### config.mk
export PLATFORM = sky130hd
export DESIGN_NAME = riscv_run_ctrl
export DESIGN_NICKNAME = d
export VERILOG_FILES = /design/src/rtl/riscv_run_ctrl_pkg.sv /design/src/rtl/run_ctrl_dncnt.sv /design/src/rtl/riscv_run_ctrl.sv
export SDC_FILE = /design/constraint.sdc
export NUM_CORES = 1
export LEC_CHECK = 0
export ABC_AREA = 1
export CELL_PAD_IN_SITES_DETAIL_PLACEMENT = 2
export CELL_PAD_IN_SITES_GLOBAL_PLACEMENT = 2
export CORE_AREA = 2 2 113 115
export DETAILED_ROUTE_END_ITERATION = 16
export DIE_AREA = 0 0 115 117
export PLACE_DENSITY_LB_ADDON = 0.1
export SYNTH_ARGS = -nofsm -noshare
export SYNTH_HDL_FRONTEND = slang
export SYNTH_SLANG_ARGS = --single-unit
### constraint.sdc
create_clock -name i_clk -period 4 [get_ports i_clk]
set_input_delay 0.8 -clock i_clk [delete_from_list [all_inputs] [get_ports i_clk]]
set_output_delay 0.8 -clock i_clk [all_outputs]
set_load 0.03 [all_outputs]
### src/rtl/riscv_run_ctrl_pkg.sv
// Shared encodings for the run controller: FSM states, completion status codes
// and the sizing helper for the reusable window down-counter.
package riscv_run_ctrl_pkg;

  typedef enum logic [1:0] {
    HOLD  = 2'd0,
    RUN   = 2'd1,
    DRAIN = 2'd2,
    DONE  = 2'd3
  } run_state_e;

  typedef enum logic [1:0] {
    STAT_NONE    = 2'd0,
    STAT_HALT    = 2'd1,
    STAT_STOP    = 2'd2,
    STAT_TIMEOUT = 2'd3
  } run_status_e;

  // The counter is loaded with (window - 1), so clog2 of the larger window suffices.
  function automatic int dncnt_width(input int a, input int b);
    int m;
    m = (a > b) ? a : b;
    return (m > 1) ? $clog2(m) : 1;
  endfunction

endpackage

### src/rtl/run_ctrl_dncnt.sv
// Loadable down-counter with a zero flag; it times both the reset-hold
// window and the post-stop drain window of the run controller.
module run_ctrl_dncnt #(
  parameter int           W       = 2,
  parameter logic [W-1:0] RST_VAL = '0
) (
  input  logic         clk,
  input  logic         rst_n,
  input  logic         load,
  input  logic         en,
  input  logic [W-1:0] load_val,
  output logic         zero
);

  logic [W-1:0] cnt;

  // Load wins over decrement; the count parks at zero rather than wrapping.
  always_ff @(posedge clk or negedge rst_n) begin
    if (!rst_n) begin
      cnt <= RST_VAL;
    end else if (load) begin
      cnt <= load_val;
    end else if (en && (cnt != '0)) begin
      cnt <= cnt - W'(1);
    end
  end

  assign zero = (cnt == '0);

endmodule

### src/rtl/riscv_run_ctrl.sv
// Run controller for the verilog_riscv core: sequences core reset, gates execution
// (run/pause/step), ends the run on halt/stop/timeout and reports a sticky status.
module riscv_run_ctrl
  import riscv_run_ctrl_pkg::*;
#(
  parameter int CNT_W        = 32,
  parameter int RST_CYCLES   = 1,
  parameter int MAX_CYCLES   = 10000,
  parameter int DRAIN_CYCLES = 4
) (
  input  logic             i_clk,
  input  logic             i_rst_n,
  input  logic             i_halt,
  input  logic             i_stop,
  input  logic             i_pause,
  input  logic             i_step,
  output logic             o_core_rst,
  output logic             o_run,
  output logic [CNT_W-1:0] o_counter,
  output logic             o_done,
  output logic [1:0]       o_status,
  output logic [CNT_W-1:0] o_halt_cycle
);

  localparam int              DW         = dncnt_width(RST_CYCLES, DRAIN_CYCLES);
  localparam logic [DW-1:0]   HOLD_LOAD  = DW'(RST_CYCLES - 1);
  localparam logic [DW-1:0]   DRAIN_LOAD = (DRAIN_CYCLES > 0) ? DW'(DRAIN_CYCLES - 1) : DW'(0);
  localparam logic [CNT_W-1:0] MAX_V     = CNT_W'(MAX_CYCLES);
  localparam bit              TIMEOUT_EN = (MAX_CYCLES != 0);

  generate
    if (RST_CYCLES < 1) begin : g_bad_rst_cycles
      $error("riscv_run_ctrl: RST_CYCLES must be at least 1");
    end
    if (DRAIN_CYCLES < 0) begin : g_bad_drain_cycles
      $error("riscv_run_ctrl: DRAIN_CYCLES must not be negative");
    end
    if ((64'(MAX_CYCLES) >> CNT_W) != 64'd0) begin : g_bad_max_cycles
      $error("riscv_run_ctrl: MAX_CYCLES must be below 2**CNT_W");
    end
  endgenerate

  run_state_e       state, state_nxt;
  run_status_e      cause;
  logic             core_rst_nxt;
  logic             run_nxt;
  logic             done_nxt;
  logic [1:0]       status_nxt;
  logic [CNT_W-1:0] counter_nxt;
  logic [CNT_W-1:0] halt_cycle_nxt;
  logic             dn_load;
  logic             dn_en;
  logic             dn_zero;

  run_ctrl_dncnt #(
    .W       (DW),
    .RST_VAL (HOLD_LOAD)
  ) u_dncnt (
    .clk      (i_clk),
    .rst_n    (i_rst_n),
    .load     (dn_load),
    .en       (dn_en),
    .load_val (DRAIN_LOAD),
    .zero     (dn_zero)
  );

  always_ff @(posedge i_clk or negedge i_rst_n) begin
    if (!i_rst_n) begin
      state <= HOLD;
    end else begin
      state <= state_nxt;
    end
  end

  // Every output is a register, so the comb block computes their next values.
  always_comb begin
    state_nxt      = state;
    core_rst_nxt   = o_core_rst;
    run_nxt        = o_run;
    done_nxt       = o_done;
    status_nxt     = o_status;
    counter_nxt    = o_counter;
    halt_cycle_nxt = o_halt_cycle;
    dn_load        = 1'b0;
    dn_en          = 1'b0;
    cause          = STAT_NONE;

    unique case (state)
      HOLD: begin
        counter_nxt = o_counter + CNT_W'(1);
        if (dn_zero) begin
          state_nxt    = RUN;
          core_rst_nxt = 1'b0;
          run_nxt      = 1'b1;
        end else begin
          dn_en = 1'b1;
        end
      end

      RUN: begin
        if (o_run) begin
          counter_nxt = o_counter + CNT_W'(1);
        end
        run_nxt = ~i_pause | i_step;

        // Halt and stop are honoured even while paused; timeout only on an enabled cycle.
        if (i_halt) begin
          cause = STAT_HALT;
        end else if (i_stop) begin
          cause = STAT_STOP;
        end else if (TIMEOUT_EN && o_run && (o_counter == MAX_V)) begin
          cause = STAT_TIMEOUT;
        end

        if (cause != STAT_NONE) begin
          status_nxt     = cause;
          halt_cycle_nxt = o_counter;
          dn_load        = 1'b1;
          if (DRAIN_CYCLES == 0) begin
            state_nxt = DONE;
            run_nxt   = 1'b0;
            done_nxt  = 1'b1;
          end else begin
            state_nxt = DRAIN;
            run_nxt   = 1'b1;
          end
        end
      end

      DRAIN: begin
        counter_nxt = o_counter + CNT_W'(1);
        if (dn_zero) begin
          state_nxt = DONE;
          run_nxt   = 1'b0;
          done_nxt  = 1'b1;
        end else begin
          dn_en = 1'b1;
        end
      end

      DONE: begin
        run_nxt = 1'b0;
      end

      default: begin
        state_nxt = HOLD;
      end
    endcase
  end

  always_ff @(posedge i_clk or negedge i_rst_n) begin
    if (!i_rst_n) begin
      o_core_rst   <= 1'b1;
      o_run        <= 1'b0;
      o_counter    <= CNT_W'(1);
      o_done       <= 1'b0;
      o_status     <= STAT_NONE;
      o_halt_cycle <= '0;
    end else begin
      o_core_rst   <= core_rst_nxt;
      o_run        <= run_nxt;
      o_counter    <= counter_nxt;
      o_done       <= done_nxt;
      o_status     <= status_nxt;
      o_halt_cycle <= halt_cycle_nxt;
    end
  end

endmodule

-- After elaboration in Yosys (flattened, before gate mapping)
Cells that the tools add are included.
Widths: inputs -> output; s select.
- reductions and logical operators: 16
- eq/ne operators: 8
- add/sub/neg operators: 2
- multiplexer cells: 20
- bitwise operators: 2
- operators by type and width (operator ; count):
    $pmux 32 s2 ; 1
    $add 32x1->32 const B ; 1
    $eq 32x14->1 const B ; 1
    $mux 32 ; 1
    $mux 2 ; 9
    $reduce_and 2->1 ; 5
    $ne 2x2->1 const B ; 4
    $reduce_bool 2->1 ; 4
    $mux 1 ; 7
    $pmux 2 s3 ; 1
    $eq 2x2->1 const B ; 2
    $logic_not 2->1 ; 2
    $pmux 1 s4 ; 1
    $reduce_and 4->1 ; 1
    $reduce_bool 3->1 ; 1
    $eq 2x1->1 const B ; 1
    $logic_and 1x1->1 ; 2
    $reduce_or 2->1 ; 1
    $sub 2x1->2 const B ; 1
    $not 1->1 ; 1
    $or 1x1->1 ; 1
- logic and storage cells: 56
- register bits after elaboration: 73
- output and inout bits: 69
- bits of input ports: 6

-- Depth between registers and ports, before layout
- depth in word-level cells: 10
- mapped depth: 12
- gate-level depth less buffers: 12

-- Hierarchy
A second synthesis with hierarchy kept.
- cells, all modules: 558
- area total of the unflattened synthesis: 4022.6 sq um
- modules (own cells, without submodules) (module ; area an instance (sq um) ; instances ; seq. area each (sq um) ; cells each):
    riscv_run_ctrl ; 3895.0 ; 1 ; 1779.2 ; 539
    run_ctrl_dncnt ; 127.6 ; 1 ; 50.0 ; 19

-- Least setup slack after synthesis
OpenSTA, ideal clock, no wires.
- path kind: register to register
- start point: reg o_counter[0]
- end point: reg o_counter[12]
- setup time: 0.124 ns
- arrival: 1.656 ns
- buffers on the path: 0
- cell stages (with the launch flop): 8
- setup slack: 2.220 ns
- required time: 3.876 ns
- clock period less this slack: 1.780 ns
- cell sequence: dfstp_2 -> ha_1 -> nand3_1 -> nor2_1 -> nand3_2 -> nor2_4 -> nand3_1 -> xor2_1
- longest elaborated chain between the ends: 3
- ends and longest elaborated chain (item ; line ; RTL):
    start: declaration ; riscv_run_ctrl.sv:19 ; output logic [CNT_W-1:0] o_counter,
    start signal: assignment ; riscv_run_ctrl.sv:162 ; o_counter <= counter_nxt;
    $add 32x1->32 (*) ; riscv_run_ctrl.sv:90, riscv_run_ctrl.sv:102, riscv_run_ctrl.sv:131 ;
    $mux 32 ; riscv_run_ctrl.sv:101 ; if (o_run) begin
    $pmux 32 s2 (*) ; riscv_run_ctrl.sv:88 ; unique case (state)
Every way passes the cells marked *; elsewhere a longest branch is shown, timed or not. The select of a mux whose other input is x is not followed.
A chain may end at the register's enable or synchronous reset.

-- Worst setup path after layout
- start point: reg state[1]
- end point: reg o_counter[27]
- longest elaborated chain between the ends: 4
- elaborated cells between the ends (all ways): 8
- classes of those cells: eq/ne: 3; mux: 1; reduce/logical: 4
- ends and longest elaborated chain (item ; line ; RTL):
    start: declaration ; riscv_run_ctrl.sv:43 ; run_state_e state, state_nxt;
    start signal: assignment ; riscv_run_ctrl.sv:71 ; state <= state_nxt;
    $eq 2x2->1 or $logic_not 2->1 (tied branches) ; riscv_run_ctrl.sv:88 ;
    $reduce_or 2->1 (no line) ; - ;
    $reduce_bool 2->1 (no line) ; - ;
    $reduce_and 2->1 (no line) ; - ;
Parallel ways exist; a longest one is shown, timed or not.

==> metrics.md <==
| Metric | Value |
|---|---|
| WL per Instance | `roughly 17 µm` |
| Worst setup EP type | `flop` |
| Status | `finished clean` |
| Min setup slack post-route | `~1400 ps` |
| Synth top area share | `between 40% and 50%` |
| Worst path required time | `between 4000 and 5000 ps` |
| Clk slew on worst S/H paths | `roughly 60 ps` |
| Initial Utilization | `31.3%` |
| Syn Nets | `about 520` |
| Area delta synth->final | `30.2%` |
| Final wirelength | `about 12000 µm` |
| Crit path DAT | `approximately 2800 ps` |
| First-pass GRT wire length | `20800 µm` |
| Final Slew Violations | `0` |
| Max Cap Violations | `0` |
| Fraction of registers with async set/reset | `100%` |
| Worst-Skew Late Latency | `350 ps` |
| Post-CTS Setup Inserts | `0` |
| # DRC | `0` |
| Die ar. | `around 0.013 mm²` |
| Worst relative slew slack | `between 30% and 40%` |
| Hold Fails Final Rpt | `0` |
| Final nets | `roughly 590` |
| Mapped Cells | `around 500` |
| Worst setup SP type | `flop` |
| Synth area leaders | `dfrtp_1, nand2_1, nand3_1` |
| Hold WS | `roughly 470 ps` |
| Largest net degree at the start of global routing | `74` |
| Fillers | `about 1500` |
| Non-Filler Instances | `approximately 730` |
| CTS tree | `yes` |
| CP Max Fanout | `16` |
| Initial antenna violation count | `0` |
| Vias per inst | `approximately 5` |
| Yosys cell types | `30` |
| GRT Residual Overflow | `0` |
| PD cells | `roughly 570 mW/mm²` |
| Seq/Total Area, Yosys | `approximately 47%` |
| Yosys warnings | `0` |
| GPL Wtd Cong | `0.783` |
| Setup violators final | `0` |
| Chip width | `115 µm` |
| #FFs+latches synth | `73` |
| Root Buffer | `clkbuf_16` |
| ANT cells | `0` |
| Post_cts resized | `0` |
| Crit Path Class | `flop to flop` |
| Worst ir drop on vdd | `around 0.00017 V` |
| Area of the multi-input gates | `between 0.0015 and 0.002 mm²` |
| Hold_buf cts | `0` |
| Top-count cell post-synth | `nand2_1` |
| # IOs | `between 70 and 80` |
| H-tree depth | `3` |
| Number of global-route vias before repair | `around 3800` |
| Synthesized area | `0.00385 mm²` |
| Clk sinks | `73` |
| Site Rows | `41` |
| DP Wirelength | `around 9100 µm` |
| PortBufs | `74` |
| Setup TNS | `0 ps` |
| Period utilisation layout | `between 60% and 70%` |
| CTS Buf Count | `9` |
| Dpl ws | `1390 ps` |
| # placed instances | `roughly 710` |
| Synth top cells by count | `nand2_1, dfrtp_1, nand3_1, inv_1, nor2_1` |
| Leak | `about 2.4 nW` |
| Antenna Nets Post-Route | `0` |
| Clk_skew | `slightly above 8 ps` |
| DR vias | `between 3000 and 4000` |
| RSZ-0062 raised after global routing | `false` |
| Area leader, netlist | `dfrtp_1` |
| Max clock buf depth | `2` |
| Post-synth top flop | `dfrtp_1` |
| DR pass1 iterations | `4` |
| DR iter-0 viols | `111` |
| Post-synth EDFFs | `0` |
| Highest achievable clock rate | `0.386 GHz` |
| Share of the core filled with cells | `between 40% and 50%` |
| Sequential cell area | `about 0.0018 mm²` |
| Type of the worst min-delay path | `flop to flop` |
| GRT Total Usage | `20.2%` |
| Shortest period the worst path allows | `roughly 2600 ps` |
| Share of cells above drive strength 1 | `6.56%` |
| Slew @ Worst Pin | `just under 1000 ps` |
| Mean Syn Cell Area | `about 7.7 µm²` |
| Core region area | `0.0123 mm²` |
| Chip height | `about 120 µm` |
==> final timing paths <==
kind	from	endpoint	slack, ps	cells after the start
min in group asynchronous	i_rst_n	o_run	590	1
min reg2reg	o_done	o_done	470	1
min	o_done	o_done	470	1
max	state[1]	o_counter[27]	1410	9
max reg2reg	state[1]	o_counter[27]	1410	9
max in group asynchronous	i_rst_n	o_counter[22]	2760	1
==> metal layers <==
| layer | up-vias | global-route usage (%) | part of all wire (%) |
|---|---|---|---|
| li1 | 1696 | - | - |
| met3 | 14 | 3.35 | 3.2 |
| met4 | 0 | 8.35 | 2.1 |
| met1 | 1779 | 27.5 | 49 |
| met5 | - | 0 | 0 |
| met2 | 56 | 32.1 | 46 |
==> area by class of cell <==
type | count | share of cell area [%]
timing repair buffer | 75 | 14.9
clock buffer | 11 | 5.04
tap | 150 | 3.74
inverter | 58 | 4.34
clock inverter | 5 | 1.55
sequential | 73 | 36.5
multi-input combinational | 357 | 34.0
==> layout by cell type, fill, tap and decap left out, types with 6 or more instances in the layout <==
cell type	synthesis	final
xor2_1	20	20
ha_1	9	9
clkdlybuf4s50_1	0	73
dfrtp_1	71	71
nor2_1	45	45
nand2_1	185	185
inv_1	52	52
nand4_1	6	6
nand3_1	54	54
inv_2	6	6
nor3_1	14	14
clkbuf_16	0	9
==> stage by stage <==
stage                     area (µm²)  power [mW]
after floorplan                 3850        1.65
after global placement          4690        1.96
final                           5020        2.88
after detailed placement        4690        2.00
after global routing            5020        3.08
after CTS                       5020        2.93
==> kinds of logic after synthesis <==
family / share of synthesized area, %
AOI/OAI and AO/OA: 1.30
xor gates and xnor gates: 4.77
adders and majority gates: 2.92
buffers and inverters: 8.22
DFF: 47.5
and+or+nand+nor: 35.3
==> sequential cells by signal, summed over array words and instances (netlist names) <==
name	count
o_halt_cycle	32
u_dncnt.cnt	2
state	2
o_run	1
o_core_rst	1
o_status	2
o_done	1
o_counter	32
==> report_power, final <==
group          internal, mW  switching (mW)  total, mW
combinational         0.321           0.683       1.00
sequential            0.852           0.120      0.971
clock                 0.578           0.326      0.904
total                  1.75            1.13       2.88
==> critical path, stage by stage (launching register included) <==
cell and delay [ps]:
dfrtp_1 430, inv_1 130, ha_1 540, nand2_1 130, nand2_2 300, inv_1 300, nor2_4 220, nand3_1 160
nor3_1 190, nor2_1 70
Power figures use the tool's default switching activity.
